**config.mk**
```make
export PLATFORM = sky130hd
export DESIGN_NAME = weight_bias_loader
export DESIGN_NICKNAME = d
export VERILOG_FILES = /design/src/rtl/weight_bias_loader_pkg.sv /design/src/rtl/weight_bias_loader.sv
export SDC_FILE = /design/constraint.sdc
export NUM_CORES = 1
export LEC_CHECK = 0
export ABC_AREA = 1
export ABC_CLOCK_PERIOD_IN_PS = 3200
export CORE_ASPECT_RATIO = 1.75
export CORE_MARGIN = 2
export CORE_UTILIZATION = 44
export CTS_CLUSTER_SIZE = 16
export DETAILED_ROUTE_END_ITERATION = 10
export GPL_TIMING_DRIVEN = 0
export HOLD_SLACK_MARGIN = 0.08
export PLACE_DENSITY = 0.8
export SLEW_MARGIN = 20
export SYNTH_ARGS = -nofsm -noshare
export SYNTH_HDL_FRONTEND = slang
export SYNTH_SLANG_ARGS = --single-unit
export TNS_END_PERCENT = 50
```
**constraint.sdc**
```tcl
create_clock -name clk -period 3.2 [get_ports clk]
set_clock_uncertainty 0.2 [all_clocks]
set_input_delay 0.48 -clock clk [delete_from_list [all_inputs] [get_ports clk]]
set_output_delay 0.48 -clock clk [all_outputs]
set_load 0.05 [all_outputs]
```
**src/rtl/weight_bias_loader_pkg.sv**
```systemverilog
`default_nettype none
// ============================================================================
// Module      : weight_bias_loader_pkg
// Description : Shared defaults, header field layout, FSM state encoding and
//               header legality helper for the weight/bias stream loader.
// Revision    : 1.0 - initial release
// ============================================================================
package weight_bias_loader_pkg;

  // Default parameter values for the loader
  localparam int c_def_data_width = 16;
  localparam int c_def_num_weight = 128;
  localparam int c_def_max_neuron = 32;
  localparam int c_def_max_layer  = 3;

  // Header word layout: {layer[31:16], neuron[15:0]}
  localparam int c_hdr_field_w    = 16;
  localparam int c_hdr_layer_lsb  = 16;
  localparam int c_hdr_neuron_lsb = 0;

  // Loader FSM state encoding
  typedef enum logic [2:0] {
    ST_IDLE   = 3'd0,
    ST_WEIGHT = 3'd1,
    ST_BIAS   = 3'd2,
    ST_DONE   = 3'd3,
    ST_DRAIN  = 3'd4
  } state_t;

  // Layer and neuron numbers are 1-based; zero and anything above the
  // configured maximum are rejected.
  function automatic logic hdr_fields_legal(
    input logic [c_hdr_field_w-1:0] layer,
    input logic [c_hdr_field_w-1:0] neuron,
    input int                       max_layer,
    input int                       max_neuron
  );
    return (layer  != '0) && (int'(layer)  <= max_layer) &&
           (neuron != '0) && (int'(neuron) <= max_neuron);
  endfunction

endpackage
`default_nettype wire

```
**src/rtl/weight_bias_loader.sv**
```systemverilog
`default_nettype none
// ============================================================================
// Module      : weight_bias_loader
// Description : Parses a 32-bit valid/ready stream of packets
//               {header, NUM_WEIGHT weights, bias(last)} into one-cycle
//               weight/bias strobes plus the latched target layer/neuron.
//               Malformed packets raise a one-cycle err pulse and the rest
//               of the packet is drained without strobes.
// Revision    : 1.0 - initial release
// ============================================================================
module weight_bias_loader
  import weight_bias_loader_pkg::*;
#(
  parameter int DATA_WIDTH = c_def_data_width,
  parameter int NUM_WEIGHT = c_def_num_weight,
  parameter int MAX_NEURON = c_def_max_neuron,
  parameter int MAX_LAYER  = c_def_max_layer
) (
  input  logic                  clk,
  input  logic                  rst,
  input  logic                  s_valid,
  output logic                  s_ready,
  input  logic [31:0]           s_data,
  input  logic                  s_last,
  output logic                  weightValid,
  output logic [DATA_WIDTH-1:0] weightValue,
  output logic                  biasValid,
  output logic [DATA_WIDTH-1:0] biasValue,
  output logic [2*DATA_WIDTH:0] config_layer_num,
  output logic [2*DATA_WIDTH:0] config_neuron_num,
  output logic                  busy,
  output logic                  done,
  output logic                  err
);

  localparam int c_cnt_w = $clog2(NUM_WEIGHT) + 1;
  localparam int c_cfg_w = 2 * DATA_WIDTH + 1;
  localparam logic [c_cnt_w-1:0] c_last_idx = c_cnt_w'(NUM_WEIGHT - 1);

  state_t                  r_state;
  state_t                  w_state_nxt;
  logic [c_cnt_w-1:0]      r_cnt,        w_cnt_nxt;
  logic                    r_s_ready,    w_s_ready_nxt;
  logic                    r_wvalid,     w_wvalid_nxt;
  logic [DATA_WIDTH-1:0]   r_wvalue,     w_wvalue_nxt;
  logic                    r_bvalid,     w_bvalid_nxt;
  logic [DATA_WIDTH-1:0]   r_bvalue,     w_bvalue_nxt;
  logic [c_cfg_w-1:0]      r_cfg_layer,  w_cfg_layer_nxt;
  logic [c_cfg_w-1:0]      r_cfg_neuron, w_cfg_neuron_nxt;
  logic                    r_busy,       w_busy_nxt;
  logic                    r_done,       w_done_nxt;
  logic                    r_err,        w_err_nxt;

  logic                     w_accept;
  logic [c_hdr_field_w-1:0] w_hdr_layer;
  logic [c_hdr_field_w-1:0] w_hdr_neuron;
  logic                     w_hdr_ok;
  logic [DATA_WIDTH-1:0]    w_payload;

  assign w_accept     = s_valid & r_s_ready;
  assign w_hdr_layer  = s_data[c_hdr_layer_lsb  +: c_hdr_field_w];
  assign w_hdr_neuron = s_data[c_hdr_neuron_lsb +: c_hdr_field_w];
  assign w_hdr_ok     = hdr_fields_legal(w_hdr_layer, w_hdr_neuron, MAX_LAYER, MAX_NEURON)
                        && !s_last;
  assign w_payload    = s_data[DATA_WIDTH-1:0];

  // FSM state register
  always_ff @(posedge clk or posedge rst) begin
    if (rst) begin
      r_state <= ST_IDLE;
    end else begin
      r_state <= w_state_nxt;
    end
  end

  // Next-state and next-output decode; every output is registered below
  always_comb begin
    w_state_nxt      = r_state;
    w_cnt_nxt        = r_cnt;
    w_wvalid_nxt     = 1'b0;
    w_wvalue_nxt     = r_wvalue;
    w_bvalid_nxt     = 1'b0;
    w_bvalue_nxt     = r_bvalue;
    w_cfg_layer_nxt  = r_cfg_layer;
    w_cfg_neuron_nxt = r_cfg_neuron;
    w_done_nxt       = 1'b0;
    w_err_nxt        = 1'b0;

    case (r_state)
      ST_IDLE: begin
        if (w_accept) begin
          if (w_hdr_ok) begin
            w_cfg_layer_nxt  = c_cfg_w'(w_hdr_layer);
            w_cfg_neuron_nxt = c_cfg_w'(w_hdr_neuron);
            w_cnt_nxt        = '0;
            w_state_nxt      = ST_WEIGHT;
          end else begin
            // A bad header that is also the last word ends the packet here
            w_err_nxt   = 1'b1;
            w_state_nxt = s_last ? ST_IDLE : ST_DRAIN;
          end
        end
      end

      ST_WEIGHT: begin
        if (w_accept) begin
          w_wvalid_nxt = 1'b1;
          w_wvalue_nxt = w_payload;
          w_cnt_nxt    = r_cnt + 1'b1;
          if (s_last) begin
            // Truncated packet: the weight is still emitted, then abort
            w_err_nxt   = 1'b1;
            w_state_nxt = ST_IDLE;
          end else if (r_cnt == c_last_idx) begin
            w_state_nxt = ST_BIAS;
          end
        end
      end

      ST_BIAS: begin
        if (w_accept) begin
          w_bvalid_nxt = 1'b1;
          w_bvalue_nxt = w_payload;
          if (s_last) begin
            w_state_nxt = ST_DONE;
          end else begin
            w_err_nxt   = 1'b1;
            w_state_nxt = ST_DRAIN;
          end
        end
      end

      ST_DONE: begin
        w_done_nxt  = 1'b1;
        w_state_nxt = ST_IDLE;
      end

      ST_DRAIN: begin
        if (w_accept && s_last) begin
          w_state_nxt = ST_IDLE;
        end
      end

      default: begin
        w_state_nxt = ST_IDLE;
      end
    endcase

    // Handshake and busy follow the state being entered so they are
    // registered alongside it.
    w_s_ready_nxt = (w_state_nxt != ST_DONE);
    w_busy_nxt    = (w_state_nxt != ST_IDLE);
  end

  // Registered datapath, counter and status outputs
  always_ff @(posedge clk or posedge rst) begin
    if (rst) begin
      r_cnt        <= '0;
      r_s_ready    <= 1'b1;
      r_wvalid     <= 1'b0;
      r_wvalue     <= '0;
      r_bvalid     <= 1'b0;
      r_bvalue     <= '0;
      r_cfg_layer  <= '0;
      r_cfg_neuron <= '0;
      r_busy       <= 1'b0;
      r_done       <= 1'b0;
      r_err        <= 1'b0;
    end else begin
      r_cnt        <= w_cnt_nxt;
      r_s_ready    <= w_s_ready_nxt;
      r_wvalid     <= w_wvalid_nxt;
      r_wvalue     <= w_wvalue_nxt;
      r_bvalid     <= w_bvalid_nxt;
      r_bvalue     <= w_bvalue_nxt;
      r_cfg_layer  <= w_cfg_layer_nxt;
      r_cfg_neuron <= w_cfg_neuron_nxt;
      r_busy       <= w_busy_nxt;
      r_done       <= w_done_nxt;
      r_err        <= w_err_nxt;
    end
  end

  assign s_ready           = r_s_ready;
  assign weightValid       = r_wvalid;
  assign weightValue       = r_wvalue;
  assign biasValid         = r_bvalid;
  assign biasValue         = r_bvalue;
  assign config_layer_num  = r_cfg_layer;
  assign config_neuron_num = r_cfg_neuron;
  assign busy              = r_busy;
  assign done              = r_done;
  assign err               = r_err;

endmodule
`default_nettype wire

```
==> After elaboration in Yosys (flattened, before gate mapping) <==
Index checks and enable logic that the tools add are counted.
Widths: inputs -> output; s select.
{ "totals": {"reg_bits": 81, "in_bits": 36, "output_inout_bits": 104} }
{ "op_classes": {"addsub": 1, "order_cmp": 2, "eq_ne": 9, "mux": 25, "n_bitwise": 1, "reduce_logical": 15} }
{ "op_table": {"columns": ["cell", "count"], "rows": [
  ["$reduce_bool 16->1", 2],
  ["$mux 3", 9],
  ["$mux 8", 3],
  ["$le 16x2->1 const B", 1],
  ["$le 16x6->1 const B", 1],
  ["$pmux 8 s2", 1],
  ["$pmux 3 s4", 1],
  ["$mux 1", 10],
  ["$add 8x1->8 const B", 1],
  ["$eq 8x7->1 const B", 1],
  ["$eq 3x2->1 const B", 2],
  ["$ne 2x2->1 const B", 3],
  ["$logic_and 1x1->1", 5],
  ["$reduce_and 2->1", 2],
  ["$reduce_and 4->1", 1],
  ["$eq 3x1->1 const B", 1],
  ["$eq 3x3->1 const B", 1],
  ["$logic_not 3->1", 1],
  ["$ne 3x2->1 const B", 1],
  ["$pmux 1 s3", 1],
  ["$reduce_and 3->1", 1],
  ["$reduce_bool 3->1", 1],
  ["$reduce_bool 2->1", 1],
  ["$and 1x1->1", 1],
  ["$logic_not 1->1", 1]
]} }

==> Depth between registers and ports, before layout <==
Gate-level depths: netlist of run 1.
{ "depth": {"word_depth": 9, "mapped_depth": 11, "ltp_nobuf": 11} }

==> Worst setup path after synthesis of run 1 <==
Ideal clock, no wire load.
{ "synth_path": {"path_type": "reg2reg", "from": "reg r_s_ready, in the netlist s_ready", "to": "reg r_cfg_layer[0], in the netlist config_layer_num[0]", "setup_time_ns": 0.119, "arrival_time_ns": 1.607, "t_required_ns": 2.881, "setup_slack_ns": 1.274, "path_stages_with_launch": 9, "n_path_buf": 1, "synth_period_minus_slack_ns": 1.926, "cell_sequence": "dfstp_2 nand2_2 clkinv_2 nand2_2 nor3_4 nand3_2 buf_6 nand2_2 o21ai_2"} }
{ "synth_via": {"elab_chain_len": 2} }
{ "synth_rtl": {"columns": ["item", "line_no", "rtl"], "rows": [
  ["from (decl)", "weight_bias_loader.sv:43", "logic r_s_ready, w_s_ready_nxt;"],
  ["from (signal assigned)", "weight_bias_loader.sv:171", "r_s_ready <= w_s_ready_nxt;"],
  ["$and 1x1->1", "weight_bias_loader.sv:60", "assign w_accept = s_valid & r_s_ready;"],
  ["$reduce_and 3->1 (no line)", null, null],
  ["to (signal assigned)", "weight_bias_loader.sv:176", "r_cfg_layer <= w_cfg_layer_nxt;"],
  ["to (decl)", "weight_bias_loader.sv:48", "logic [c_cfg_w-1:0] r_cfg_layer, w_cfg_layer_nxt;"]
]} }
Every way passes these cells.
A chain may end at the register's enable or synchronous reset.

==> Worst setup path in the final report of run 1 <==
{ "layout_path": {"from": "reg r_s_ready, in the netlist s_ready", "to": "out s_ready"} }
{ "layout_rtl": {"columns": ["item", "line_no", "rtl"], "rows": [
  ["to (decl)", "weight_bias_loader.sv:22", "output logic s_ready,"]
]} }
No word-level cell between the ends.

==> results of run 1 <==
## layout by cell type (no fill, tap or decap), drive strengths merged
cell / n
xnor2: 1
and3: 1
inv: 54
nor2: 35
xor2: 3
nand2: 113
nand3: 14
bufinv: 1
buf: 43
conb: 34
clkbuf: 13
o21ai: 42
clkinv: 2
a21oi: 3
nand4: 3
ha: 1
dfstp: 1
o22ai: 1
nor3b: 1
nor3: 5
clkdlybuf4s50: 105
clkinvlp: 1
or2: 2
dfrtp: 80
## layer usage
metal / global-route usage (%) / part of all wire (%) / up-vias
li1: - / - / 1472
met3: 4.69 / 5.5 / 18
met2: 36.1 / 55 / 106
met5: 0 / 0 / -
met4: 8.91 / 2.4 / 0
met1: 20.9 / 37 / 1373
## worst max-delay path by stage
stage                   start  slack (ns)             endpoint  cells after the start
floorplan                 rst        0.44            biasValid                      1
global placement          rst       -0.69  config_layer_num[0]                      2
detailed placement  s_data[6]        0.78  config_layer_num[2]                     10
CTS                   s_ready        0.85              s_ready                      1
global route          s_ready        0.82              s_ready                      1
finish                s_ready        0.86              s_ready                      1
## area by class of cell
class | count | area, um^2 | share of cell area [%]
flip-flops and latches | 81 | 2030 | 38.7
clock inverters | 4 | 51.3 | 0.979
repair buffers | 106 | 1080 | 20.6
clock buffers | 12 | 246 | 4.70
well taps | 90 | 113 | 2.15
plain buffers | 43 | 305 | 5.82
inverters | 54 | 206 | 3.94
multi-input cells | 259 | 1210 | 23.2
## logic make-up after synthesis
group / after synthesis / share of synthesized area [%]
xor+xnor: 4 / 0.966
other cells: 1 / 0.103
buf+inv: 97 / 14.0
fa+ha+maj: 1 / 0.345
compound gates: 46 / 7.21
flops: 81 / 55.9
simple gates: 174 / 21.4
## power groups by stage
stage          Combinational, W  Sequential (W)  Clock, W
4_1_cts                0.000264         0.00104   0.00104
3_5_place_dp           0.000263         0.00106         0
2_1_floorplan          0.000173         0.00107         0
5_1_grt                0.000282         0.00104   0.00108
6_report               0.000263         0.00104   0.00102
3_3_place_gp           0.000256         0.00106         0
## per-stage QoR
| stage | std cells | utilization, % | setup WS (ns) |
|---|---|---|---|
| 3_5_place_dp | 633 | 62.1 | 0.775 |
| 4_1_cts | 649 | 65.8 | 0.851 |
| 5_1_grt | 649 | 65.8 | 0.821 |
| 3_3_place_gp | 632 | 61.7 | -0.686 |
| 2_1_floorplan | 437 | - | 0.442 |
| 6_report | 649 | 65.8 | 0.865 |
## registers in the layout, summed over array words and instances (netlist names)
register	flops
biasValue	16
config_layer_num	16
config_neuron_num	16
weightValue	16
r_cnt	8
r_state	3
biasValid	1
busy	1
done	1
err	1
s_ready	1
weightValid	1
## worst min-delay path, delay by kind of cell, from the launching register on
family / cells / cell delay (ns)
buffers and inverters: 1 / 0.04
AND/OR/NAND/NOR: 1 / 0.05
flip-flops: 1 / 0.34
==> key figures, run 1 <==
GRT
  – Largest net degree at the start of global routing: 48
  – First-pass GRT wire length: 13500 um
  – Number of antenna violations at the first check in global routing: 0
  – All-layer global routing usage: 19.7%
  – Overflow left after global routing: 0
  – Via count of the first global-routing pass: 2936

Job
  – Number of max-cap violations: 0

Setup path
  – Setup crit end kind: output port
  – Reg2Reg Depth: 8
  – Kind of launch point of the worst setup path: flip-flop
  – CP Data Arrival Time: 1.66 ns
  – Reg-to-reg critical path endpoint: config_layer_num[2]
  – Slowest stage cell, crit path: clkdlybuf4s50_1
  – Reg-to-reg slack, setup: 1.30 ns
  – Req. time, crit path: 2.52 ns
  – Path type of the worst setup path: reg -> out
  – Origin of the critical flop-to-flop path: s_ready
  – Crit-path max FO: 2
  – Critical Path, Cell by Cell: clkdlybuf4s50_1
  – Delay-heaviest family, CP: buffers and inverters
  – CP bufs+invs: 1
  – Maximum single-stage delay on the critical path: 0.79 ns

Power
  – Max rail drop VDD: 0.000299 V
  – Combinational cell fraction of total power: 11.3%
  – Static leakage power: 2.74 nW
  – Switching power: 0.000573 W
  – Total power of the final layout: 0.00232 W
  – Pwr/cell area: 443 nW/um^2
  – Internal power: 0.00175 W
  – Clock network fraction of total power: 44.0%
  – Sw Ratio: 24.7%
  – Sequential cell fraction of total power: 44.7%

Synth
  – Count of mapped cells out of synthesis: 404
  – Largest cells by area after synthesis: dfrtp_1 55%, nand2_1 11%, buf_4 7.0%, inv_1 5.3%, nor2_1 3.3%
  – Cell with the most instances after synthesis: nand2_1
  – Count of flip-flops with a built-in enable after synthesis: 0
  – Commonest cells in the synthesized netlist: 106 x nand2_1, 80 x dfrtp_1, 51 x inv_1
  – Share of async-settable or async-resettable flops after synthesis: 100%
  – Post-synthesis area per instance: 8.98 um^2
  – Fraction of the yosys area taken by sequential cells: 55.9%
  – Warnings, synthesis: 0
  – Number of distinct library cell variants in the gate-level netlist after synthesis: 33
  – Yosys top cell by area: dfrtp_1
  – Ys flop type: dfrtp_1
  – Fraction of post-synthesis cell area in the top cell type by area: 55.2%
  – Flops & latches, synth: 81
  – Summed instance area of the synthesized netlist: 3630 um^2

Hold path
  – Worst hold endpoint: config_neuron_num[6]
  – Min-delay src: config_neuron_num[6]
  – Worst hold path depth: 2
  – Classification of the worst-slack hold path: reg -> reg

Timing
  – Final worst path period share: 73.0%
  – Count of final setup violators: 0
  – Final Hold Slack: 0.261 ns
  – Slew Viols, Final: 0
  – Tightest Pin Transition: 0.554 ns
  – Fmax: 0.428 GHz
  – Worst rel slew slack: 63.0%
  – Final number of hold-violating endpoints: 0
  – Crit path time final: 2.34 ns
  – Total negative slack: 0 ns
  – Setup repair after global routing missed its margin: no

Placed design
  – Standard cell area after detailed placement: 4940 um^2
  – Detail Placement HPWL: 6570 um
  – Routability Congestion: 0.813
  – Number of input and output port buffers inserted: 105

Route
  – Number of DRC violations after detailed-routing iteration 0: 117
  – Antenna Violating Nets Remaining: 0
  – Post-Route WL: 8530 um
  – Drt pass-1 iters: 5
  – Vias after detailed routing: 2969
  – Mean number of vias per cell: 4.57
  – DRC violation count after routing: 0
  – Routed len/inst: 13.1 um

Clock network
  – Clk_lat worst skew: 0.33 ns
  – Buffer type at the clock tree root: clkbuf_16
  – Clock-pin slew of the registers on the worst-case setup and hold paths: 0.06 ns
  – TritonCTS Buffers: 9
  – Post-CTS Setup Inserts: 0
  – Max H-tree Level: 3
  – Buffers from clock root to sink, at most: 2
  – Resized cells post-CTS: 0
  – CTS sink count: 81
  – Number of buffers inserted by hold repair at cts: 0
  – Clock tree from TritonCTS: done

Floorplanning
  – Core Box Area: 7960 um^2
  – Horizontal extent of the die: 72.6 um
  – Die footprint: 9010 um^2
  – Number of cell rows: 43
  – Starting density of the core: 45.6%
  – IO Count: 140
  – Die height: 124 um

Layout
  – Antenna Cells: 0
  – Nets@finish: 591
  – Fraction of final layout cells with drive strength greater than 1: 15.4%
  – Filler cell count in the final layout: 680
  – Syn-to-layout area delta: 44.5%
  – Total non-filler cell area in the finished layout: 5240 um^2

Run status
  – Outcome: complete, no violations
Note: power is estimated with default switching activity, not from simulation.
==> inputs of run 2 (changes only) <==
Settings changed: ABC_CLOCK_PERIOD_IN_PS 3200 to 2000, CORE_UTILIZATION 44 to 40, PLACE_DENSITY 0.8 to 0.77.
Clock period 3.2 ns to 2 ns, I/O delays scaled along.
==> run 2 against run 1 <==
  * Worst hold slack worse by 0.11 ns
  * Sequential power up 60%
  * Utilization down 6.9 points
  * Design area up 0.26%
  * Cell count up 4.8%
  * Highest routed layer unchanged
  * Via count up 1.8%
  * Critical path type unchanged
  * Die area up 9.6%
  * Critical path depth unchanged
  * Power up 57%
  * Non-clock buffer count up 1
==> key figures, run 2 (synthesized netlist as in run 1, its figures left out) <==
Power
  – Pwr/cell area: 694 nW/um^2 (was 443 nW/um^2)
  – Total power of the final layout: 0.00365 W (was 0.00232 W)
  – Static leakage power: 3.16 nW (was 2.74 nW)
  – Max rail drop VDD: 0.000522 V (was 0.000299 V)

Clock network
  – TritonCTS Buffers: 9 (unchanged)
  – Number of buffers inserted by hold repair at cts: 0 (unchanged)
  – Clock tree from TritonCTS: done (unchanged)
  – CTS sink count: 81 (unchanged)
  – Buffer type at the clock tree root: clkbuf_16 (unchanged)
  – Clk_lat worst skew: 0.34 ns (was 0.33 ns)
  – Buffers from clock root to sink, at most: 2 (unchanged)
  – Clock-pin slew of the registers on the worst-case setup and hold paths: 0.06 ns (about the same)
  – Post-CTS Setup Inserts: 0 (unchanged)
  – Max H-tree Level: 3 (unchanged)

Layout
  – Syn-to-layout area delta: 44.9% (was 44.5%)
  – Highest-count cells in the layout ignoring fill and taps: 105 x nand2_1, 80 x dfrtp_1, 57 x dlygate4sd2_1 (was 106 x nand2_1, 105 x clkdlybuf4s50_1, 80 x dfrtp_1)
  – Nets@finish: 592 (was 591)
  – Filler cell count in the final layout: 822 (was 680)
  – Fraction of final layout cells with drive strength greater than 1: 16.1% (was 15.4%)
  – Most common cell after layout, fill and taps aside: nand2_1 (unchanged)
  – Antenna Cells: 0 (unchanged)
  – End-of-flow core utilization: 58.9% (was 65.8%)

Route
  – Drt pass-1 iters: 5 (unchanged)
  – Antenna Violating Nets Remaining: 0 (unchanged)
  – Vias after detailed routing: 3021 (was 2969)
  – Routed len/inst: 13.0 um (was 13.1 um)
  – Mean number of vias per cell: 4.44 (was 4.57)
  – Post-Route WL: 8830 um (was 8530 um)
  – DRC violation count after routing: 0 (unchanged)
  – Number of DRC violations after detailed-routing iteration 0: 201 (was 117)

Setup path
  – Slowest stage cell, crit path: clkdlybuf4s50_1 (unchanged)
  – Critical Path, Cell by Cell: clkdlybuf4s50_1 (unchanged)
  – Delay-heaviest family, CP: buffers and inverters (unchanged)
  – Crit-path max FO: 1 (was 2)
  – CP bufs+invs: 1 (unchanged)
  – Path type of the worst setup path: reg -> out (unchanged)
  – CP Data Arrival Time: 1.45 ns (was 1.66 ns)
  – Req. time, crit path: 1.50 ns (was 2.52 ns)
  – Kind of launch point of the worst setup path: flip-flop (unchanged)
  – Setup crit end kind: output port (unchanged)
  – Maximum single-stage delay on the critical path: 0.79 ns (about the same)

Floorplanning
  – Number of cell rows: 46 (was 43)
  – Horizontal extent of the die: 76.0 um (was 72.6 um)
  – Die height: 130 um (was 124 um)
  – Starting density of the core: 40.7% (was 45.6%)
  – Core Box Area: 8920 um^2 (was 7960 um^2)
  – Die footprint: 9880 um^2 (was 9010 um^2)
  – IO Count: 140 (unchanged)

Job
  – Number of max-cap violations: 0 (unchanged)

Hold path
  – Classification of the worst-slack hold path: in -> async (was reg -> reg)

GRT
  – First-pass GRT wire length: 14100 um (was 13500 um)
  – Largest net degree at the start of global routing: 33 (was 48)
  – All-layer global routing usage: 18.1% (was 19.7%)
  – Via count of the first global-routing pass: 3002 (was 2936)
  – Number of antenna violations at the first check in global routing: 0 (unchanged)
  – Overflow left after global routing: 0 (unchanged)

Timing
  – Final worst path period share: 97.7%
  – Fmax: 0.512 GHz
  – Final Hold Slack: 0.147 ns (was 0.261 ns)
  – Slew Viols, Final: 0 (unchanged)
  – Final number of hold-violating endpoints: 0 (unchanged)
  – Worst rel slew slack: 63.4% (was 63.0%)
  – Count of final setup violators: 0 (unchanged)
  – Tightest Pin Transition: 0.552 ns (was 0.554 ns)
  – Crit path time final: 1.95 ns
  – Setup repair after global routing missed its margin: yes (was no)

Placed design
  – Routability Congestion: 0.798 (was 0.813)
  – Number of input and output port buffers inserted: 105 (unchanged)
  – Detail Placement HPWL: 6900 um (was 6570 um)

Run status
  – Outcome: complete, no violations (unchanged)
-- run 2: cell types whose count changed in the layout (fill, tap and decap cells not counted), sizes merged, moves of 2 or more --
cell / before / now
clkdlybuf4s50: 105 / 40
clkinvlp: 1 / 3
dlygate4sd2: 0 / 57
dlymetal6s2s: 0 / 8
-- run 2: final cells by class --
type / instances / area, um^2 / share of cell area (%)
timing repair buffer: 107 / 1040 / 19.8
tap: 120 / 150 / 2.86
buffer: 43 / 310 / 5.90
multi-input combinational: 259 / 1230 / 23.4
clock inverter: 6 / 50.0 / 0.952
sequential: 81 / 2030 / 38.6
clock buffer: 10 / 239 / 4.55
inverter: 54 / 208 / 3.95
-- run 2: metal layers --
metal | share of wire (%) | GRT usage (%)
met1 | 36 | 17.8
met2 | 55 | 35.3
met3 | 6.5 | 5.26
met4 | 2.4 | 7.91
met5 | 0 | 0
-- run 2: timing repair --
action	in CTS	in global routing
pin swaps	0	0
gates cloned	0	0
setup endpoints to repair	57	26
gates resized for setup	57	13
-- run 2: path summary, 6_finish.rpt --
| path | startpoint | endpoint | slack, ns | cells past startpoint |
|---|---|---|---|---|
| worst max-delay path | err | err | 0.05 | 1 |
| worst min-delay path | rst | config_layer_num[4] | 0.15 | 2 |
| worst max register to register | s_ready | config_neuron_num[10] | 0.12 | 8 |
| worst min register to register | config_neuron_num[6] | config_neuron_num[6] | 0.26 | 2 |
| max in group asynchronous | rst | s_ready | 0.88 | 3 |
| min in group clk | config_neuron_num[6] | config_neuron_num[6] | 0.26 | 2 |
-- run 2: stage by stage --
step	setup TNS, ns	area, um^2	setup WS, ns	std cells
after global routing	-0.0836	5260	-0.0185	680
after floorplan	0	3750	0.0737	437
after detailed placement	-9.55	5000	-0.276	664
after global placement	-30.30	4960	-0.282	662
final	0	5260	0.0450	680
after CTS	0	5210	0.00214	680
-- run 2: report_power, final --
group | switching, W | leakage [nW] | internal (W)
Combinational | 0.000281 | 1.91 | 0.000147
Clock | 0.000675 | 0.136 | 0.000887
Sequential | 0.00000919 | 1.12 | 0.00165
Total | 0.000966 | 3.16 | 0.00268
